[src/rtl/seg_scan_driver.sv]
// Double-buffered, time-multiplexed 7-segment scan driver with binary digit select.
// Optional leading-zero suppression is built when LEADING_ZERO_BLANK_EN is defined.
module seg_scan_driver #(
    parameter int NUM_DIGITS = 8,
    parameter int SCAN_DIV   = 50
) (
    input  logic                    clk,
    input  logic                    rst,
    input  logic                    load,
    input  logic [4*NUM_DIGITS-1:0] digits_in,
    input  logic [NUM_DIGITS-1:0]   dp_in,
    input  logic [NUM_DIGITS-1:0]   blank_in,
    output logic [2:0]              sel,
    output logic [7:0]              seg,
    output logic [3:0]              mul_out,
    output logic                    frame_done
);

    localparam int              PW         = $clog2(SCAN_DIV);
    localparam logic [PW-1:0]   PRESC_LAST = PW'(SCAN_DIV - 1);
    localparam logic [2:0]      IDX_LAST   = 3'(NUM_DIGITS - 1);

    logic [PW-1:0]           presc_q, presc_d;
    logic [2:0]              idx_q, idx_d;
    logic [4*NUM_DIGITS-1:0] act_dig_q, act_dig_d;
    logic [NUM_DIGITS-1:0]   act_dp_q, act_dp_d;
    logic [NUM_DIGITS-1:0]   act_blank_q, act_blank_d;
    logic [4*NUM_DIGITS-1:0] pend_dig_q, pend_dig_d;
    logic [NUM_DIGITS-1:0]   pend_dp_q, pend_dp_d;
    logic [NUM_DIGITS-1:0]   pend_blank_q, pend_blank_d;
    logic                    pend_vld_q, pend_vld_d;
    logic [2:0]              sel_q, sel_d;
    logic [7:0]              seg_q, seg_d;
    logic [3:0]              mul_q, mul_d;
    logic                    fdone_q, fdone_d;

    logic                    tick, wrap;
    logic [NUM_DIGITS-1:0]   lz;
    logic [3:0]              cur_dig;
    logic                    cur_dp, cur_hide;

    function automatic logic [6:0] seg7_decode(input logic [3:0] v);
        case (v)
            4'd0:    seg7_decode = 7'h3F;
            4'd1:    seg7_decode = 7'h06;
            4'd2:    seg7_decode = 7'h5B;
            4'd3:    seg7_decode = 7'h4F;
            4'd4:    seg7_decode = 7'h66;
            4'd5:    seg7_decode = 7'h6D;
            4'd6:    seg7_decode = 7'h7D;
            4'd7:    seg7_decode = 7'h07;
            4'd8:    seg7_decode = 7'h7F;
            4'd9:    seg7_decode = 7'h6F;
            default: seg7_decode = 7'h79;
        endcase
    endfunction

    assign tick = (presc_q == PRESC_LAST);
    assign wrap = tick && (idx_q == IDX_LAST);

    // Scan timing and buffer control
    always_comb begin
        presc_d      = presc_q + PW'(1);
        idx_d        = idx_q;
        act_dig_d    = act_dig_q;
        act_dp_d     = act_dp_q;
        act_blank_d  = act_blank_q;
        pend_dig_d   = pend_dig_q;
        pend_dp_d    = pend_dp_q;
        pend_blank_d = pend_blank_q;
        pend_vld_d   = pend_vld_q;

        if (tick) begin
            presc_d = '0;
            idx_d   = wrap ? 3'd0 : idx_q + 3'd1;
        end

        // A load that lands on the wrap edge bypasses the pending buffer
        if (wrap) begin
            if (load) begin
                act_dig_d   = digits_in;
                act_dp_d    = dp_in;
                act_blank_d = blank_in;
                pend_vld_d  = 1'b0;
            end else if (pend_vld_q) begin
                act_dig_d   = pend_dig_q;
                act_dp_d    = pend_dp_q;
                act_blank_d = pend_blank_q;
                pend_vld_d  = 1'b0;
            end
        end else if (load) begin
            pend_dig_d   = digits_in;
            pend_dp_d    = dp_in;
            pend_blank_d = blank_in;
            pend_vld_d   = 1'b1;
        end
    end

`ifdef LEADING_ZERO_BLANK_EN
    logic nz_seen;

    always_comb begin
        nz_seen = 1'b0;
        lz      = '0;
        for (int i = NUM_DIGITS - 1; i >= 1; i--) begin
            if (act_dig_d[4*i +: 4] != 4'd0) nz_seen = 1'b1;
            lz[i] = ~nz_seen;
        end
    end
`else
    assign lz = '0;
`endif

    // Outputs are computed from next-state values so select and segments never skew
    always_comb begin
        cur_dig  = 4'd0;
        cur_dp   = 1'b0;
        cur_hide = 1'b0;
        for (int i = 0; i < NUM_DIGITS; i++) begin
            if (idx_d == 3'(i)) begin
                cur_dig  = act_dig_d[4*i +: 4];
                cur_dp   = act_dp_d[i];
                cur_hide = act_blank_d[i] | lz[i];
            end
        end
        sel_d   = idx_d;
        mul_d   = cur_dig;
        seg_d   = cur_hide ? 8'h00 : {cur_dp, seg7_decode(cur_dig)};
        fdone_d = wrap;
    end

    always_ff @(posedge clk) begin
        if (rst) begin
            presc_q      <= '0;
            idx_q        <= '0;
            act_dig_q    <= '0;
            act_dp_q     <= '0;
            act_blank_q  <= '0;
            pend_dig_q   <= '0;
            pend_dp_q    <= '0;
            pend_blank_q <= '0;
            pend_vld_q   <= 1'b0;
            sel_q        <= '0;
            seg_q        <= '0;
            mul_q        <= '0;
            fdone_q      <= 1'b0;
        end else begin
            presc_q      <= presc_d;
            idx_q        <= idx_d;
            act_dig_q    <= act_dig_d;
            act_dp_q     <= act_dp_d;
            act_blank_q  <= act_blank_d;
            pend_dig_q   <= pend_dig_d;
            pend_dp_q    <= pend_dp_d;
            pend_blank_q <= pend_blank_d;
            pend_vld_q   <= pend_vld_d;
            sel_q        <= sel_d;
            seg_q        <= seg_d;
            mul_q        <= mul_d;
            fdone_q      <= fdone_d;
        end
    end

    assign sel        = sel_q;
    assign seg        = seg_q;
    assign mul_out    = mul_q;
    assign frame_done = fdone_q;

endmodule

[config.mk]
export PLATFORM = sky130hd
export DESIGN_NAME = seg_scan_driver
export DESIGN_NICKNAME = d
export VERILOG_FILES = /design/src/rtl/seg_scan_driver.sv
export SDC_FILE = /design/constraint.sdc
export NUM_CORES = 1
export LEC_CHECK = 0
export ABC_AREA = 0
export CAP_MARGIN = 20
export CORE_MARGIN = 8
export CORE_UTILIZATION = 56
export CTS_CLUSTER_SIZE = 30
export DETAILED_ROUTE_END_ITERATION = 12
export GPL_TIMING_DRIVEN = 1
export PLACE_DENSITY = 0.78
export SLEW_MARGIN = 30
export SYNTH_ARGS = -nofsm -noshare
export SYNTH_HDL_FRONTEND = slang
export SYNTH_SLANG_ARGS = --single-unit
[constraint.sdc]
create_clock -name clk -period 4.3 [get_ports clk]
set_clock_uncertainty 0.05 [all_clocks]
set_input_delay 0.86 -clock clk [delete_from_list [all_inputs] [get_ports clk]]
set_output_delay 0.86 -clock clk [all_outputs]
set_load 0.01 [all_outputs]
After elaboration in Yosys (flattened, before gate mapping):

Memories as Yosys holds them, arrays and structs flattened. A register that Yosys moved wholly into a read port is not among the register bits.
Index checks and enable logic that the tools add are counted.
Widths: inputs -> output; s select.

* input port bits: 51
* word-level logic and storage cells: 66
* flip-flop bits (word level): 119
* memories: 1
* bits in read-only memories: 112
* output and inout bits: 16

Memory list
* (no name shown): depth 16, bits a word 7, read ports 1, clocked after memory_dff 1, write ports 0, line 43 `case (v)`

* equality and inequality tests: 9
* reduce and logical (&&, ||, !) cells: 6
* add/subtract/negate cells: 2
* multiplexer cells: 35
* bitwise operators: 1

Operators with widths (number)
* $mux 32: 3
* $mux 8: 6
* $mux 4: 8
* $mux 1: 16
* $eq 3x3->1 const B: 5
* $add 6x1->6 const B: 1
* $eq 3x2->1 const B: 2
* $eq 6x6->1 const B: 1
* $mux 3: 2
* $reduce_or 2->1: 3
* $add 3x1->3 const B: 1
* $eq 3x1->1 const B: 1
* $logic_not 3->1: 1
* $reduce_and 2->1: 1
* $logic_and 1x1->1: 1
* $not 1->1: 1

Logic depth before layout (Yosys ltp):

* word-level depth: 14
* mapped depth: 17
* gate-level depth less buffers: 13

Least setup slack after synthesis:

Ideal clock, no wire load.

* path type: flip-flop to flip-flop
* start: register, netlist name sel[1]
* end: register seg_q[0] (netlist: seg[0])
* required time: 4.180 ns
* setup time: 0.070 ns
* buffers on the path: 4
* arrival: 3.759 ns
* period minus slack after synthesis: 3.879 ns
* setup slack: 0.421 ns
* cell stages (with the launch flop): 18
* cell sequence: dfxtp_1 > ha_1 > ha_1 > nor2b_1 > buf_2 > nand3_1 > buf_2 > buf_2 > buf_2 > o22ai_1 > o21ai_0 > o2bb2ai_1 > o31a_1 > a211oi_1 > inv_1 > ha_1 > mux2_2 > a21oi_1

RTL lines
* to (decl): line 33 `logic [7:0] seg_q, seg_d;`

==> results.md <==
- The portion of total power attributed to sequential cells is 42.2%.
- The cell class contributing the biggest share of worst-path delay is simple AND/OR/NAND/NOR gates.
- The maximum cell stage delay along the critical path is 0.67 ns.
- Measured along the y axis, the die boundary spans 118 µm.
- The tool flagged a number of max-cap violations equal to 0.
- The startpoint of the worst setup timing path is sel[0].
- The startpoint identified for the worst register-to-register timing path is sel[0].
- Per report_power, the combinational group accounts for 7.6% of the total.
- Counting both buffers and inverters, the worst setup path holds a total of 1.
- TritonCTS built the clock tree.
- The top-level port count is 67.
- Counting flops with a built-in enable in the synthesized netlist gives 0.
- In this run the cell area of the synthesized design comes to 5850 µm².
- The most common cell after layout, fill and taps aside is dfxtp_1.
- The largest individual stage delay along the critical path comes from the cell nor2_4.
- The via count is 5913.
- The signal on the critical path passes through ha_1 -> ha_1 -> nand2b_1 -> nor2_4 -> buf_4 -> o22ai_1 -> a21o_1 -> o21a_1 -> o22a_1 -> ha_1 -> mux2_2 -> a21oi_1.
- The netlist uses 65 different library cells.
- The most numerous cell on the critical path is ha_1.
- Row generation in the floorplan step produced 37 rows.
- The final-report setup violation count is 0.
- The final-report hold violation count was 0.
- The highest clock rate is 253 MHz.
- Counting along the longest clock path gives a buffer depth of 2.
- Yosys attributes the largest share of cell area to dfxtp_1 (41%), nand2_1 (7.1%), a21oi_1 (6.2%), nor2_1 (5.8%), o22ai_1 (4.0%).
- Compared with the post-synthesis result, the final layout area differs by 22.2%.
- Excluding fillers, the count of instances in the completed layout stands at 937.
- The number of global-route vias before repair is 5814.
- The number of nets with antenna violations after detailed routing is 0.
- The clock share of power is 50.1%.
- Cells with a size suffix above 1 make up 8.49% of the layout.
- Routability-driven placement finished with a final weighted congestion of 0.909.
- In the finished design, the share of the clock period the worst path needs comes to 91.8%.
- Leaving out fill and tap cells, the most frequent cells in the layout are dfxtp_1 (118), nand2_1 (111), nor2_1 (89).
- The leakage power total is 2.69 nW.
- At the later pin of the worst-skew pair, clock insertion delay measures 0.52 ns.
- The most used flip-flop cell after synthesis is dfxtp_1.
- The number of hold-repair buffers added at the cts stage is 0.
- Counting every instance in the synthesized netlist gives 750.
- Entering global routing, the biggest net connects 74 pins.
- The overall power is 2.75 mW.
- The startpoint of the worst hold path is pend_dig_q[7].
- The clock transition at the registers of the reported paths is 0.06 ns.
- The total number of yosys warnings is 0.
- The H-tree was split into 4 levels.
- The remaining routing DRC violations is 0.
- The floorplan step defined a core boundary enclosing 10200 µm².
- Summed over all nets, the switching power comes to 0.629 mW.
- The die covers 14000 µm².
- Setup repair after global routing left no endpoint under its margin.
- The quantity of gates resized following cts is 0.
- Global routing used 25.0% of the available tracks across all layers.
- The average cell area after synthesis is 7.80 µm².
- After detailed routing, the total wire length is 17.7 mm.
- The internal power is 2.12 mW.
- The initial antenna violation count is 0.
- For the worst setup path, the data required time is 4.69 ns.
- Counting I/O delays and the setup requirement, the final critical path takes 3.95 ns.
- The kind of start point of the critical path is a flop.
- Counting flops with an async set or reset pin after synthesis yields a share of 0%.
- The first global-routing pass estimated 29.0 mm of wire.
- The proportion of netlist area held by the largest area contributor is 40.7%.
- Input and output buffers added on the ports amount to 66.
- The flow ran to the end, and the final reports show no timing, DRC or antenna violations.
- The number of buffers inserted by post-CTS setup repair is 0.
- The worst slew margin relative to its limit is 36.9%.
- The cell at the root of the clock tree is clkbuf_8.
- The min-delay analysis places its worst path in the category flop to flop.
- Net switching is 22.9% of the power.
- The total nets after synthesis is 811.
- The setup path with the least slack is of type flop to flop.
- The slew of the pin with the lowest slew margin is 0.938 ns.
- At the end of the flow, the number of nets in the layout was 852.
- The antenna diode count is 0.
- The maximum vdd drop is 0.280 mV.
- For this configuration, the core starts out at a cell density of 57.2%.
- The mean number of vias per cell is 6.31.
- The HPWL after detailed placement is 11.8 mm.
- The top cell type by total area after synthesis is dfxtp_1.
- The die is 118 µm wide.
- The number of buffers inserted during clock tree synthesis is 17.
- Before antenna repair, the detailed router went through 5 iterations.
- For this design, the sink count on the clock tree is 119.
- The worst setup path is captured at a flop.
- The accumulated negative setup slack is 0 ns.
- At the worst endpoint, the arrival time is 4.34 ns.
- In this run, the number of DRC markers left after iteration 0 of detailed routing was 602.
- Including well taps, the total number of placed cells is 908.
- The total count of max-transition violations in the final report is 0.
- The maximum fanout count along the critical path is 29.
- Dividing the detail-routed wire length by the instance count gives 18.9 µm.
- Summing the sequential cell areas from Yosys gives 40.7% of the chip area.
- Counting flops and latches in the post-synthesis netlist gives 119.
- The overall overflow remaining after global route is 0.
- For this design the ratio of total power to cell area is 384 nW/µm².
-- area by class of cell --
class | count | area, µm²
multi-input combinational | 551 | 3140
tap | 136 | 170
sequential | 119 | 2380
timing repair buffer | 83 | 811
fill | 818 | 3090
inverter | 19 | 71.3
clock inverter | 9 | 129
clock buffer | 20 | 435
-- cell families (layout without fill, tap and decap cells) --
group	after synthesis	after routing	synth area share, %
compound gates	225	225	25.7
buf+inv	80	131	5.76
xor+xnor	4	4	0.599
mux	5	5	1.01
simple gates	307	307	24.1
fa+ha+maj	10	10	2.14
flops	119	119	40.7
-- sequential cells by signal, indices dropped and copies added (netlist names) --
register      cells
act_blank_q       8
act_dig_q        32
act_dp_q          8
frame_done        1
mul_out           4
pend_blank_q      8
pend_dig_q       32
pend_dp_q         8
pend_vld_q        1
presc_q           6
seg               8
sel               3
-- Yosys cell counts (all sizes together), types with 3 or more instances --
cell,count
o21ai,25
a41oi,12
o22a,12
nand3,10
nand2b,11
or3,7
a211oi,6
and3,3
a221oi,3
nor2b,14
xnor2,3
clkbuf,33
a21oi,73
o31ai,4
o221ai,8
a31oi,6
ha,10
dfxtp,119
nor3,33
or4,4
nor4,4
o21a,4
a21o,10
nor3b,4
nor4b,3
inv,18
buf,28
o22ai,37
mux2,4
o221a,6
nand2,113
nor2,91
-- final timing paths --
check                                     end  slack, ns  depth (start not counted)
worst min-delay path            pend_dig_q[7]       0.40                          2
worst max register to register         seg[0]       0.35                         12
worst min register to register  pend_dig_q[7]       0.40                          2
worst max-delay path                   seg[0]       0.35                         12
-- through the flow --
step	hold WS [ns]	util, %	area (µm²)	worst slack, ns
6_report	0.400	69.8	7140	0.351
2_1_floorplan	0.381	-	5850	0.421
3_5_place_dp	0.395	64.3	6580	0.452
4_1_cts	0.403	69.8	7140	0.423
3_3_place_gp	0.389	64.3	6580	0.544
5_1_grt	0.420	69.8	7140	0.178
-- tightest hold or removal path, cell delays in order (launching register included) --
cell     delay, ns
dfxtp_1       0.30
nand2_1       0.05
a21oi_1       0.05
-- power by group through the flow --
stage          sequential, mW  clock, mW  combinational (mW)
4_1_cts                  1.16       1.38               0.208
6_report                 1.16       1.38               0.209
3_3_place_gp             1.18          0               0.199
3_5_place_dp             1.18          0               0.206
5_1_grt                  1.16       1.44               0.227
2_1_floorplan            1.17          0               0.120
-- per-layer routing --
| layer | routed length (µm) | track usage [%] | up-vias |
|---|---|---|---|
| met5 | 0 | 0 | - |
| met4 | 493 | 12.0 | 0 |
| met3 | 1550 | 6.47 | 47 |
| li1 | - | - | 2764 |
| met1 | 7210 | 30.2 | 2792 |
| met2 | 8480 | 40.9 | 310 |
Note: power is estimated with default switching activity, not from simulation.
